## config.mk

```make
export PLATFORM = sky130hd
export DESIGN_NAME = pmbist_march_elem_engine_flat
export DESIGN_NICKNAME = d
export VERILOG_FILES = /design/src/rtl/pmbist_march_elem_engine_pkg.sv /design/src/rtl/pmbist_march_elem_engine_if.sv /design/src/rtl/pmbist_xy_addr_cnt.sv /design/src/rtl/pmbist_march_elem_engine.sv /design/src/flat_wrapper.sv
export SDC_FILE = /design/constraint.sdc
export NUM_CORES = 1
export LEC_CHECK = 0
export ABC_AREA = 1
export CORE_MARGIN = 1
export CORE_UTILIZATION = 45
export CTS_CLUSTER_DIAMETER = 30
export CTS_CLUSTER_SIZE = 24
export DETAILED_ROUTE_END_ITERATION = 8
export PLACE_DENSITY = 0.83
export SLEW_MARGIN = 20
export SYNTH_ARGS = -nofsm -noshare
export SYNTH_HDL_FRONTEND = slang
export SYNTH_SLANG_ARGS = --single-unit
export TNS_END_PERCENT = 50
```

## constraint.sdc

```tcl
create_clock -name clk -period 1.9 [get_ports clk]
set_clock_uncertainty 0.15 [all_clocks]
set_input_delay 0.285 -clock clk [delete_from_list [all_inputs] [get_ports clk]]
set_output_delay 0.285 -clock clk [all_outputs]
set_load 0.05 [all_outputs]
```

## src/rtl/pmbist_march_elem_engine_pkg.sv

```systemverilog
// Shared types for the pmbist March-element engine: op commands, op descriptors,
// scan order and engine states.
package pmbist_march_elem_engine_pkg;

  typedef enum logic [1:0] {
    OP_NOP   = 2'd0,
    OP_READ  = 2'd1,
    OP_WRITE = 2'd2
  } t_op_cmd;

  typedef struct packed {
    logic    inv;
    t_op_cmd cmd;
  } t_march_op;

  typedef enum logic {
    XSCAN = 1'b0,
    YSCAN = 1'b1
  } t_scan_e;

  typedef enum logic [1:0] {
    S_IDLE  = 2'd0,
    S_RUN   = 2'd1,
    S_DRAIN = 2'd2
  } t_eng_state;

endpackage

```

## src/rtl/pmbist_march_elem_engine_if.sv

```systemverilog
// Descriptor handshake between the microcode controller (master) and the
// March-element engine (slave).
interface pmbist_march_elem_engine_if
  import pmbist_march_elem_engine_pkg::*;
#(
  parameter int unsigned MAX_OPS = 4,
  parameter int unsigned D_WIDTH = 2
);
  logic                       i_elem_valid;
  logic                       o_elem_ready;
  logic                       i_elem_down;
  logic                       i_elem_yscan;
  logic [$clog2(MAX_OPS)-1:0] i_elem_nops;
  t_march_op [MAX_OPS-1:0]    i_elem_ops;
  logic [D_WIDTH-1:0]         i_dbg;

  modport master (
    output i_elem_valid, i_elem_down, i_elem_yscan, i_elem_nops, i_elem_ops, i_dbg,
    input  o_elem_ready
  );

  modport slave (
    input  i_elem_valid, i_elem_down, i_elem_yscan, i_elem_nops, i_elem_ops, i_dbg,
    output o_elem_ready
  );
endinterface

```

## src/rtl/pmbist_xy_addr_cnt.sv

```systemverilog
// X/Y address counter: loads the start corner, then steps the fast coordinate,
// carrying into the slow one on wrap. Direction and scan order latch at load.
module pmbist_xy_addr_cnt
  import pmbist_march_elem_engine_pkg::*;
#(
  parameter int unsigned AX_WIDTH = 2,
  parameter int unsigned AY_WIDTH = 2
) (
  input  logic                clk,
  input  logic                i_rst_n,
  input  logic                i_load,
  input  logic                i_down,
  input  logic                i_yscan,
  input  logic                i_step,
  output logic [AX_WIDTH-1:0] o_addr_x,
  output logic [AY_WIDTH-1:0] o_addr_y,
  output logic                o_last
);

  logic                down_q;
  t_scan_e             scan_q;
  logic [AX_WIDTH-1:0] x_nxt;
  logic [AY_WIDTH-1:0] y_nxt;
  logic                x_end;
  logic                y_end;

  always_comb begin
    x_nxt  = down_q ? o_addr_x - AX_WIDTH'(1) : o_addr_x + AX_WIDTH'(1);
    y_nxt  = down_q ? o_addr_y - AY_WIDTH'(1) : o_addr_y + AY_WIDTH'(1);
    x_end  = down_q ? (o_addr_x == '0) : (o_addr_x == '1);
    y_end  = down_q ? (o_addr_y == '0) : (o_addr_y == '1);
    o_last = x_end && y_end;
  end

  always_ff @(posedge clk) begin
    if (!i_rst_n) begin
      down_q   <= 1'b0;
      scan_q   <= XSCAN;
      o_addr_x <= '0;
      o_addr_y <= '0;
    end else if (i_load) begin
      down_q   <= i_down;
      scan_q   <= i_yscan ? YSCAN : XSCAN;
      o_addr_x <= i_down ? '1 : '0;
      o_addr_y <= i_down ? '1 : '0;
    end else if (i_step) begin
      if (scan_q == XSCAN) begin
        o_addr_x <= x_nxt;
        if (x_end) o_addr_y <= y_nxt;
      end else begin
        o_addr_y <= y_nxt;
        if (y_end) o_addr_x <= x_nxt;
      end
    end
  end

endmodule

```

## src/rtl/pmbist_march_elem_engine.sv

```systemverilog
// March-element executor: sweeps the X/Y space issuing the element's op list per
// address, then compares read data after RD_LATENCY with sticky fail capture.
module pmbist_march_elem_engine
  import pmbist_march_elem_engine_pkg::*;
#(
  parameter int unsigned AX_WIDTH   = 2,
  parameter int unsigned AY_WIDTH   = 2,
  parameter int unsigned D_WIDTH    = 2,
  parameter int unsigned MAX_OPS    = 4,
  parameter int unsigned RD_LATENCY = 1,
  parameter int unsigned CNT_WIDTH  = 8
) (
  input  logic                        clk,
  input  logic                        i_rst_n,
  pmbist_march_elem_engine_if.slave   elem,
  input  logic                        i_hold,
  input  logic                        i_clr_fail,
  input  logic [D_WIDTH-1:0]          i_rdata,
  output t_op_cmd                     o_op_cmd,
  output logic [AX_WIDTH-1:0]         o_addr_x,
  output logic [AY_WIDTH-1:0]         o_addr_y,
  output logic [D_WIDTH-1:0]          o_data,
  output logic                        o_elem_done,
  output logic                        o_fail,
  output logic [AX_WIDTH-1:0]         o_fail_addr_x,
  output logic [AY_WIDTH-1:0]         o_fail_addr_y,
  output logic [CNT_WIDTH-1:0]        o_fail_cnt
);

  localparam int unsigned NW = $clog2(MAX_OPS);
  localparam int unsigned DW = $clog2(RD_LATENCY + 1);

  typedef struct packed {
    logic                vld;
    logic [D_WIDTH-1:0]  exp;
    logic [AX_WIDTH-1:0] ax;
    logic [AY_WIDTH-1:0] ay;
  } t_rd_slot;

  t_eng_state              state_q, state_n;
  t_march_op [MAX_OPS-1:0] ops_q;
  logic [NW-1:0]           nops_q;
  logic [D_WIDTH-1:0]      dbg_q;
  logic [NW-1:0]           idx_q, idx_n;
  logic [DW-1:0]           dcnt_q, dcnt_n;
  t_op_cmd                 cmd_n;
  logic [D_WIDTH-1:0]      data_n;
  logic [AX_WIDTH-1:0]     ax_n;
  logic [AY_WIDTH-1:0]     ay_n;
  logic                    done_n;
  logic                    cnt_load, cnt_step, cnt_last;
  logic [AX_WIDTH-1:0]     cnt_x;
  logic [AY_WIDTH-1:0]     cnt_y;
  t_march_op               cur_op;
  t_rd_slot                pipe [RD_LATENCY];
  logic                    mismatch;

  pmbist_xy_addr_cnt #(
    .AX_WIDTH (AX_WIDTH),
    .AY_WIDTH (AY_WIDTH)
  ) u_addr_cnt (
    .clk      (clk),
    .i_rst_n  (i_rst_n),
    .i_load   (cnt_load),
    .i_down   (elem.i_elem_down),
    .i_yscan  (elem.i_elem_yscan),
    .i_step   (cnt_step),
    .o_addr_x (cnt_x),
    .o_addr_y (cnt_y),
    .o_last   (cnt_last)
  );

  assign elem.o_elem_ready = (state_q == S_IDLE);

  always_ff @(posedge clk) begin
    if (!i_rst_n) state_q <= S_IDLE;
    else          state_q <= state_n;
  end

  // The counter holds the address of the next op to issue; outputs register it.
  always_comb begin
    state_n  = state_q;
    idx_n    = idx_q;
    dcnt_n   = dcnt_q;
    cmd_n    = OP_NOP;
    data_n   = o_data;
    ax_n     = o_addr_x;
    ay_n     = o_addr_y;
    done_n   = 1'b0;
    cnt_load = 1'b0;
    cnt_step = 1'b0;
    cur_op   = ops_q[idx_q];
    unique case (state_q)
      S_IDLE: begin
        if (elem.i_elem_valid) begin
          state_n  = S_RUN;
          idx_n    = '0;
          cnt_load = 1'b1;
        end
      end
      S_RUN: begin
        if (!i_hold) begin
          cmd_n  = cur_op.cmd;
          data_n = cur_op.inv ? ~dbg_q : dbg_q;
          ax_n   = cnt_x;
          ay_n   = cnt_y;
          if (idx_q < nops_q) begin
            idx_n = idx_q + NW'(1);
          end else begin
            idx_n = '0;
            if (cnt_last) begin
              state_n = S_DRAIN;
              dcnt_n  = '0;
            end else begin
              cnt_step = 1'b1;
            end
          end
        end
      end
      S_DRAIN: begin
        if (dcnt_q == DW'(RD_LATENCY)) begin
          done_n  = 1'b1;
          state_n = S_IDLE;
        end else begin
          dcnt_n = dcnt_q + DW'(1);
        end
      end
      default: state_n = S_IDLE;
    endcase
  end

  always_ff @(posedge clk) begin
    if (!i_rst_n) begin
      idx_q       <= '0;
      dcnt_q      <= '0;
      ops_q       <= '0;
      nops_q      <= '0;
      dbg_q       <= '0;
      o_op_cmd    <= OP_NOP;
      o_addr_x    <= '0;
      o_addr_y    <= '0;
      o_data      <= '0;
      o_elem_done <= 1'b0;
    end else begin
      idx_q       <= idx_n;
      dcnt_q      <= dcnt_n;
      o_op_cmd    <= cmd_n;
      o_addr_x    <= ax_n;
      o_addr_y    <= ay_n;
      o_data      <= data_n;
      o_elem_done <= done_n;
      if (cnt_load) begin
        ops_q  <= elem.i_elem_ops;
        nops_q <= elem.i_elem_nops;
        dbg_q  <= elem.i_dbg;
      end
    end
  end

  assign mismatch = (state_q != S_IDLE) && pipe[RD_LATENCY-1].vld &&
                    (i_rdata != pipe[RD_LATENCY-1].exp);

  // A mismatch coinciding with a clear restarts the fail record from that mismatch.
  always_ff @(posedge clk) begin
    if (!i_rst_n) begin
      for (int unsigned i = 0; i < RD_LATENCY; i++) pipe[i] <= '0;
      o_fail        <= 1'b0;
      o_fail_cnt    <= '0;
      o_fail_addr_x <= '0;
      o_fail_addr_y <= '0;
    end else begin
      pipe[0].vld <= (o_op_cmd == OP_READ);
      pipe[0].exp <= o_data;
      pipe[0].ax  <= o_addr_x;
      pipe[0].ay  <= o_addr_y;
      for (int unsigned i = 1; i < RD_LATENCY; i++) pipe[i] <= pipe[i-1];
      if (mismatch) begin
        o_fail <= 1'b1;
        if (!o_fail || i_clr_fail) begin
          o_fail_addr_x <= pipe[RD_LATENCY-1].ax;
          o_fail_addr_y <= pipe[RD_LATENCY-1].ay;
        end
        if (i_clr_fail)       o_fail_cnt <= CNT_WIDTH'(1);
        else if (!(&o_fail_cnt)) o_fail_cnt <= o_fail_cnt + CNT_WIDTH'(1);
      end else if (i_clr_fail) begin
        o_fail        <= 1'b0;
        o_fail_cnt    <= '0;
        o_fail_addr_x <= '0;
        o_fail_addr_y <= '0;
      end
    end
  end

endmodule
```

## src/flat_wrapper.sv

```systemverilog
// flat-port wrapper written by rule: the top's interface ports become plain ports
module pmbist_march_elem_engine_flat import pmbist_march_elem_engine_pkg::*;
#(
  parameter int unsigned AX_WIDTH   = 2,
  parameter int unsigned AY_WIDTH   = 2,
  parameter int unsigned D_WIDTH    = 2,
  parameter int unsigned MAX_OPS    = 4,
  parameter int unsigned RD_LATENCY = 1,
  parameter int unsigned CNT_WIDTH  = 8
)
  (clk, i_rst_n, i_hold, i_clr_fail, i_rdata, o_op_cmd, o_addr_x, o_addr_y, o_data, o_elem_done, o_fail, o_fail_addr_x, o_fail_addr_y, o_fail_cnt, elem_i_elem_valid, elem_i_elem_down, elem_i_elem_yscan, elem_i_elem_nops, elem_i_elem_ops, elem_i_dbg, elem_o_elem_ready);
  pmbist_march_elem_engine_if #(.MAX_OPS(MAX_OPS), .D_WIDTH(D_WIDTH)) elem_i ();
  input  logic clk;
  input  logic i_rst_n;
  input  logic i_hold;
  input  logic i_clr_fail;
  input  logic [D_WIDTH-1:0] i_rdata;
  output t_op_cmd o_op_cmd;
  output logic [AX_WIDTH-1:0] o_addr_x;
  output logic [AY_WIDTH-1:0] o_addr_y;
  output logic [D_WIDTH-1:0] o_data;
  output logic o_elem_done;
  output logic o_fail;
  output logic [AX_WIDTH-1:0] o_fail_addr_x;
  output logic [AY_WIDTH-1:0] o_fail_addr_y;
  output logic [CNT_WIDTH-1:0] o_fail_cnt;
  input wire logic [$bits(elem_i.i_elem_valid)-1:0] elem_i_elem_valid;
  input wire logic [$bits(elem_i.i_elem_down)-1:0] elem_i_elem_down;
  input wire logic [$bits(elem_i.i_elem_yscan)-1:0] elem_i_elem_yscan;
  input wire logic [$bits(elem_i.i_elem_nops)-1:0] elem_i_elem_nops;
  input wire logic [$bits(elem_i.i_elem_ops)-1:0] elem_i_elem_ops;
  input wire logic [$bits(elem_i.i_dbg)-1:0] elem_i_dbg;
  output wire logic [$bits(elem_i.o_elem_ready)-1:0] elem_o_elem_ready;
  assign elem_i.i_elem_valid = elem_i_elem_valid;
  assign elem_i.i_elem_down = elem_i_elem_down;
  assign elem_i.i_elem_yscan = elem_i_elem_yscan;
  assign elem_i.i_elem_nops = elem_i_elem_nops;
  assign elem_i.i_elem_ops = elem_i_elem_ops;
  assign elem_i.i_dbg = elem_i_dbg;
  assign elem_o_elem_ready = elem_i.o_elem_ready;
  pmbist_march_elem_engine #(.AX_WIDTH(AX_WIDTH), .AY_WIDTH(AY_WIDTH), .D_WIDTH(D_WIDTH), .MAX_OPS(MAX_OPS), .RD_LATENCY(RD_LATENCY), .CNT_WIDTH(CNT_WIDTH)) u_core (.clk(clk), .i_rst_n(i_rst_n), .elem(elem_i), .i_hold(i_hold), .i_clr_fail(i_clr_fail), .i_rdata(i_rdata), .o_op_cmd(o_op_cmd), .o_addr_x(o_addr_x), .o_addr_y(o_addr_y), .o_data(o_data), .o_elem_done(o_elem_done), .o_fail(o_fail), .o_fail_addr_x(o_fail_addr_x), .o_fail_addr_y(o_fail_addr_y), .o_fail_cnt(o_fail_cnt));
endmodule
```

==> summary.txt, run 1 <==
Die
  – Total die area: 5770 um^2
  – Initial standard-cell utilization of the core: 47.6%
  – Number of core rows: 26
  – Core ar.: about 5200 um^2
  – Horiz. Die Dim: 76.0 um
  – Die extent in y: 76.0 um
  – Count of boundary I/O pins: 48

Placed design
  – Gpl congestion: 0.908
  – HPWL after detailed placement: 3860 um
  – Count of port buffers added during placement: 47

Logic synthesis
  – Synth warnings: 0
  – Count of flip-flops with a built-in enable after synthesis: 0
  – Synthesized area: 2460 um^2
  – #FFs+latches synth: 56
  – Sequential element share of the synthesized area: 45.6%
  – Number of distinct standard cells referenced by the synthesized netlist: 27
  – Asr flop ratio synth: 0%
  – Primary FF master, synth: dfxtp_1
  – Library cell occupying the most area in the post-synthesis netlist: dfxtp_1
  – Post-synthesis net count: 370
  – Post-Synthesis Cells: 343
  – Post-synthesis area per instance: 7.18 um^2
  – Top area cells in the synthesized netlist: dfxtp_1 (46%), nand2_1 (12%), a21oi_1 (6.7%)
  – Area share of the largest cell type after synthesis: 45.6%

Global route
  – Most Crowded Layer GR: met2
  – GRT met1 Usage: 22.1%
  – Largest net degree at the start of global routing: 25
  – Vias in the first global route: about 2100
  – Number of antenna violations at the first check in global routing: 0
  – Total routing usage reported by global routing: 18.8%
  – Met3 usage: 3.86%
  – GR Util met2: 32.8%
  – Global-route wire length before repair: 8850 um
  – Remaining global-route overflow: 0

Layout
  – Net count of the finished layout: 423
  – Most common cell after layout, fill and taps aside: nand2_1
  – Most used cells in the layout excluding fill and tap cells: nand2_1 (77), dfxtp_1 (56), inv_1 (44)
  – Layout cells sized above 1: a little over an eighth
  – Area overhead of the layout relative to synthesis: 24.3%
  – # diodes: 0

Setup path
  – Largest stage delay, worst path: roughly 0.43 ns
  – Crit path cell chain: ha_1, nand2_1, nor2_2, nand4_1, nand2_2, nand2_1, a21oi_1
  – Critical-path maximum fanout: 6
  – Worst Reg-to-Reg Cells: 7
  – Worst reg2reg path startpoint: u_core.o_fail_cnt[0]$_SDFFE_PN0P_
  – Most frequent CP cell: nand2_1
  – CP Data Arrival Time: around 1.8 ns
  – Critical register-to-register path endpoint: u_core.o_fail_cnt[2]$_SDFFE_PN0P_
  – Data required, critical path: 1.99 ns
  – Worst setup EP type: register
  – Kind of critical path: register to register
  – Sort of element at the start of the critical path: register
  – Cell with the biggest individual delay on the critical path: dfxtp_1
  – Reg-to-reg setup timing slack: 0.19 ns

STA
  – Actual transition at the worst max-transition pin: between 0.2 and 0.3 ns
  – Relative slew margins: between 80% and 90%
  – Unrepaired setup endpoints after global routing: no
  – Maximum frequency from static timing analysis: 585 MHz
  – Setup TNS: 0 ns
  – Final setup violating endpoints: 0
  – Worst hold-check slack: 0.297 ns
  – Fin crit period: around 1.7 ns
  – Final Hold Vio Count: 0
  – Final Cycle Share: 89.9%
  – Final Slew Violations: 0

Power and ir drop
  – Leakage: 0.00137 uW
  – Worst VDD drop: 0.503 mV
  – Power per cell area: 749 nW/um^2

Clock tree
  – Number of buffers on the longest clock path: 2
  – Clock root buffer: clkbuf_8
  – CTS tree: yes
  – Hold-fix buffer count after cts: 0
  – Skew-Pair Late Insertion Delay: 0.30 ns
  – Number of sinks driven by the clock tree: between 50 and 60
  – Post-CTS sizing: 0
  – Number of H-tree levels: 2
  – Post-CTS Repair Setup Buffers: 0
  – Clock-pin slew of the registers on the worst-case setup and hold paths: 0.09 ns
  – TritonCTS buffer count: 5

Routing
  – 1st-pass router iterations: 4
  – Average wire length per cell after detail routing: about 11 um
  – Average via count per standard cell: 4.90
  – Iteration-0 DRC count of the detailed router: a little under 70
  – Via Count: 2286
  – DRC violation count after routing: 0
  – Detailed-route wire length: roughly 5100 um
  – Remaining antenna violation count after routing: 0

Hold path
  – Hold path endpoint: u_core.o_fail_addr_x[1]$_SDFFE_PN0P_
  – Cells on Worst Hold Path: 2
  – Classification of the worst-slack hold path: register to register
  – Critical hold path startpoint: u_core.pipe[0][3]$_SDFF_PN0_

Status
  – Result of the run: finished clean

Run
  – Number of max-cap violations: 0
## synthesized netlist by cell type, types with 2 or more instances
library cell / number
or2_2: 2
nand3_1: 15
o21ai_0: 26
clkinv_1: 2
nand4_1: 8
dfxtp_1: 56
nand2_2: 8
xnor2_1: 3
nand2_1: 77
nor2_4: 2
o211ai_1: 2
a21oi_2: 2
nor2_1: 39
a22oi_1: 4
ha_1: 2
o22ai_1: 2
a21oi_1: 33
buf_4: 3
xor2_1: 2
inv_1: 44
clkbuf_1: 5
## report_power, final
group	leakage [uW]	internal (uW)	total, uW	switching (uW)
combinational	0.000864	155	381	227
sequential	0.000458	1240	1270	34.7
clock	0.0000455	298	640	342
## area by class of cell
class	instances	area, um^2
Fill cell	500	2110
Sequential cell	56	1120
Multi-Input combinational cell	231	1110
Timing Repair Buffer	55	473
Inverter	47	176
Clock buffer	8	90.1
Tap cell	70	87.6
## worst max path at each step
stage	startpoint	cells after the start	end
finish	u_core.o_fail_cnt[0]$_SDFFE_PN0P_	7	u_core.o_fail_cnt[2]$_SDFFE_PN0P_
global route	u_core.o_fail_cnt[0]$_SDFFE_PN0P_	7	u_core.o_fail_cnt[2]$_SDFFE_PN0P_
global placement	i_clr_fail	6	u_core.o_fail_cnt[6]$_SDFFE_PN0P_
detailed placement	i_rdata[0]	8	u_core.o_fail_cnt[2]$_SDFFE_PN0P_
CTS	u_core.o_fail_cnt[0]$_SDFFE_PN0P_	7	u_core.o_fail_cnt[2]$_SDFFE_PN0P_
floorplan	u_core.o_fail_cnt[1]$_SDFFE_PN0P_	7	u_core.o_fail_cnt[6]$_SDFFE_PN0P_
## critical path, delay by kind of cell (launching register included)
family | cells | cell delay, ns
and+or+nand+nor | 5 | 0.72
DFF | 1 | 0.43
adders and majority gates | 1 | 0.19
AOI/OAI and AO/OA | 1 | 0.15
## logic make-up after synthesis
group | count (synthesis) | synth area share, %
flops | 56 | 45.6
compound gates | 70 | 15.4
xor+xnor | 5 | 1.78
simple gates | 154 | 27.0
fa+ha+maj | 2 | 1.02
buf+inv | 56 | 9.30
## routing by layer
layer,part of all wire [%],vias to the layer above
met4,2.0,0
li1,-,1202
met5,0,-
met2,49,63
met1,43,1011
met3,6.0,10
## registers in the layout, summed over array words and instances, names as in the netlist
name,flops
u_core.pipe,7
u_core.o_elem_done,1
u_core.ops_q,12
u_core.o_addr_y,2
u_core.nops_q,2
u_core.state_q,2
u_core.o_op_cmd,2
u_core.idx_q,2
u_core.u_addr_cnt.scan_q,1
u_core.o_fail_addr_x,2
u_core.dbg_q,2
u_core.u_addr_cnt.o_addr_x,2
u_core.o_data,2
u_core.u_addr_cnt.o_addr_y,2
u_core.u_addr_cnt.down_q,1
u_core.dcnt_q,1
u_core.o_fail_addr_y,2
u_core.o_fail,1
u_core.o_fail_cnt,8
u_core.o_addr_x,2
## through the flow
| stage | cells | util (%) | instance area [um^2] | setup WS (ns) | total power (uW) |
|---|---|---|---|---|---|
| 3_5_place_dp | 459 | 57.4 | 2970 | 0.104 | 1680 |
| 5_1_grt | 467 | 59.1 | 3060 | 0.00377 | 2420 |
| 2_1_floorplan | 343 | - | 2460 | 0.000256 | 1550 |
| 4_1_cts | 467 | 59.1 | 3060 | 0.185 | 2320 |
| 3_3_place_gp | 459 | 57.4 | 2970 | 0.155 | 1660 |
| 6_report | 467 | 59.1 | 3060 | 0.191 | 2290 |
No activity file was read; power rests on OpenSTA's default activity.
==> inputs of run 2 (changes only) <==
--- a/config.mk
+++ b/config.mk
@@ -11,7 +11,7 @@
 export CTS_CLUSTER_DIAMETER = 30
 export CTS_CLUSTER_SIZE = 24
 export DETAILED_ROUTE_END_ITERATION = 8
-export PLACE_DENSITY = 0.83
+export PLACE_DENSITY = 0.71
 export SLEW_MARGIN = 20
 export SYNTH_ARGS = -nofsm -noshare
 export SYNTH_HDL_FRONTEND = slang
==> summary.txt, run 2 (synthesis gave the netlist of run 1 again) <==
Die
  – Initial standard-cell utilization of the core: 47.6% (unchanged)
  – Horiz. Die Dim: 76.0 um (unchanged)
  – Core ar.: 5170 um^2 (unchanged)
  – Number of core rows: 26 (unchanged)
  – Count of boundary I/O pins: 48 (unchanged)
  – Total die area: 5770 um^2 (unchanged)
  – Die extent in y: 76.0 um (unchanged)

Setup path
  – Critical-path maximum fanout: 5 (-1)
  – Worst reg2reg path startpoint: u_core.o_fail_cnt[1]$_SDFFE_PN0P_
  – Kind of critical path: register to register
  – Data required, critical path: 1.95 ns (-0.04 ns)
  – CP Data Arrival Time: 1.76 ns (-0.04 ns)
  – Critical path startpoint: u_core.o_fail_cnt[1]$_SDFFE_PN0P_
  – Sort of element at the start of the critical path: register
  – Worst setup EP type: register

Placed design
  – Count of port buffers added during placement: 47 (unchanged)
  – Gpl congestion: 0.864 (-4.9%)
  – HPWL after detailed placement: 3840 um (-0.41%)

Status
  – Result of the run: finished clean

STA
  – Maximum frequency from static timing analysis: 583 MHz (-0.36%)
  – Setup TNS: 0 ns (unchanged)
  – Final Hold Vio Count: 0 (unchanged)
  – Final Slew Violations: 0 (unchanged)
  – Unrepaired setup endpoints after global routing: no
  – Fin crit period: 1.72 ns (+0.00612 ns)
  – Final setup violating endpoints: 0 (unchanged)
  – Actual transition at the worst max-transition pin: 0.278 ns (-0.00842 ns)
  – Final Cycle Share: 90.3% (+0.32 points)
  – Relative slew margins: 81.4% (+0.56 points)

Clock tree
  – Number of H-tree levels: 2 (unchanged)
  – CTS tree: yes
  – Skew-Pair Late Insertion Delay: 0.30 ns (about the same)
  – Number of buffers on the longest clock path: 2 (unchanged)
  – Number of sinks driven by the clock tree: 56 (unchanged)
  – TritonCTS buffer count: 5 (unchanged)
  – Clock root buffer: clkbuf_8
  – Clock-pin slew of the registers on the worst-case setup and hold paths: 0.10 ns (about the same)

Routing
  – Average via count per standard cell: 4.81 (-1.7%)
  – Remaining antenna violation count after routing: 0 (unchanged)
  – DRC violation count after routing: 0 (unchanged)
  – 1st-pass router iterations: 4 (unchanged)
  – Iteration-0 DRC count of the detailed router: 65 (-4.4%)
  – Average wire length per cell after detail routing: 10.8 um (-0.13%)
  – Top layer in use: met4
  – Met2 routed WL: 2450 um (-1.2%)
  – Length of routed met3 wiring: 220 um (-28%)
  – Via Count: 2253 (-1.4%)
  – Detailed-route wire length: 5070 um (about the same)
  – Met1 WL: 2310 um (+6.4%)

Layout
  – Net count of the finished layout: 424 (+0.24%)
  – # diodes: 0 (unchanged)
  – Largest register by flop count: u_core.ops_q
  – Area overhead of the layout relative to synthesis: 25.5%
  – Layout cells sized above 1: 14.1% (+0.72 points)
  – Biggest regs: u_core.ops_q (12), u_core.o_fail_cnt (8), u_core.pipe (7)
  – Most common cell after layout, fill and taps aside: nand2_1
  – Max FFs per register: 12 (unchanged)
  – Count of filler cells inserted in the layout: 517 (+3.4%)
  – Most used cells in the layout excluding fill and tap cells: nand2_1 (77), dfxtp_1 (56), inv_1 (44)

Global route
  – Total routing usage reported by global routing: 18.6% (-0.22 points)
  – Global-route wire length before repair: 8730 um (-1.4%)
  – Largest net degree at the start of global routing: 21 (-16%)
  – Remaining global-route overflow: 0 (unchanged)
  – Vias in the first global route: 1971 (-6.9%)
  – Number of antenna violations at the first check in global routing: 0 (unchanged)

Run
  – Number of max-cap violations: 0 (unchanged)

Power and ir drop
  – Power, Total: 2410 uW (+5.2%)
  – Worst VDD drop: 0.474 mV (-5.8%)
  – Power per cell area: 780 nW/um^2 (+4.2%)
  – Leakage: 0.00138 uW (+0.93%)

Hold path
  – Critical hold path startpoint: u_core.pipe[0][3]$_SDFF_PN0_
  – Classification of the worst-slack hold path: register to register
run 2: cell types whose count changed in the layout (fill, tap and decap cells not counted):
cell and delta:
clkbuf_1 -2, bufinv_16 +1, buf_4 +1, clkinvlp_4 +1
clkinv_2 +1, clkbuf_8 -1
run 2: per-layer routing:
metal | track usage, % | vias up
met4 | 6.35 | 0
met3 | 3.98 | 9
met2 | 31.5 | 53
met5 | 0 | -
li1 | - | 1207
met1 | 23.3 | 984
run 2: final cells by class:
cell class / count / area [um^2] / area share [%]
clock buffers: 5 / 68.8 / 2.23
well taps: 70 / 87.6 / 2.84
repair buffers: 56 / 480 / 15.6
multi-input cells: 231 / 1110 / 36.0
inverters: 47 / 176 / 5.71
clock inverters: 3 / 42.5 / 1.38
flip-flops and latches: 56 / 1120 / 36.3
run 2: timing repair:
action / CTS / global route
hold buffers: 0 / 0
endpoints found under the setup margin: 0 / 4
gates resized for setup: 0 / 0
buffers inserted: 0 / 1
run 2: report_power, final:
part	switching [uW]	internal [uW]	leakage (uW)
clock network	370	390	0.0000541
logic	225	155	0.000868
registers	34.2	1240	0.000458
run 2: critical path: stages, from the launching register on:
cell	delay, ns
dfxtp_1	0.43
ha_1	0.20
nand2_1	0.09
nor2_2	0.19
nand4_1	0.22
buf_4	0.19
nand4_1	0.08
a21oi_1	0.07
run 2: per-stage QoR:
step	util (%)	instance area (um^2)	cells	hold slack, ns	setup slack [ns]
final	59.7	3090	468	0.297	0.185
after global routing	59.7	3090	468	0.311	0.00563
after CTS	59.6	3080	467	0.298	0.194
after detailed placement	57.4	2970	459	0.284	0.116
after global placement	57.4	2970	459	0.283	0.127
after floorplan	-	2460	343	0.251	0.000256
run 2: path summary, 6_finish.rpt:
check / end / slack [ns] / depth (start not counted)
setup / recovery: u_core.o_fail_cnt[5]$_SDFFE_PN0P_ / 0.18 / 7
hold / removal: u_core.o_fail_addr_x[1]$_SDFFE_PN0P_ / 0.30 / 2
setup reg to reg: u_core.o_fail_cnt[5]$_SDFFE_PN0P_ / 0.18 / 7
hold reg to reg: u_core.o_fail_addr_x[1]$_SDFFE_PN0P_ / 0.30 / 2
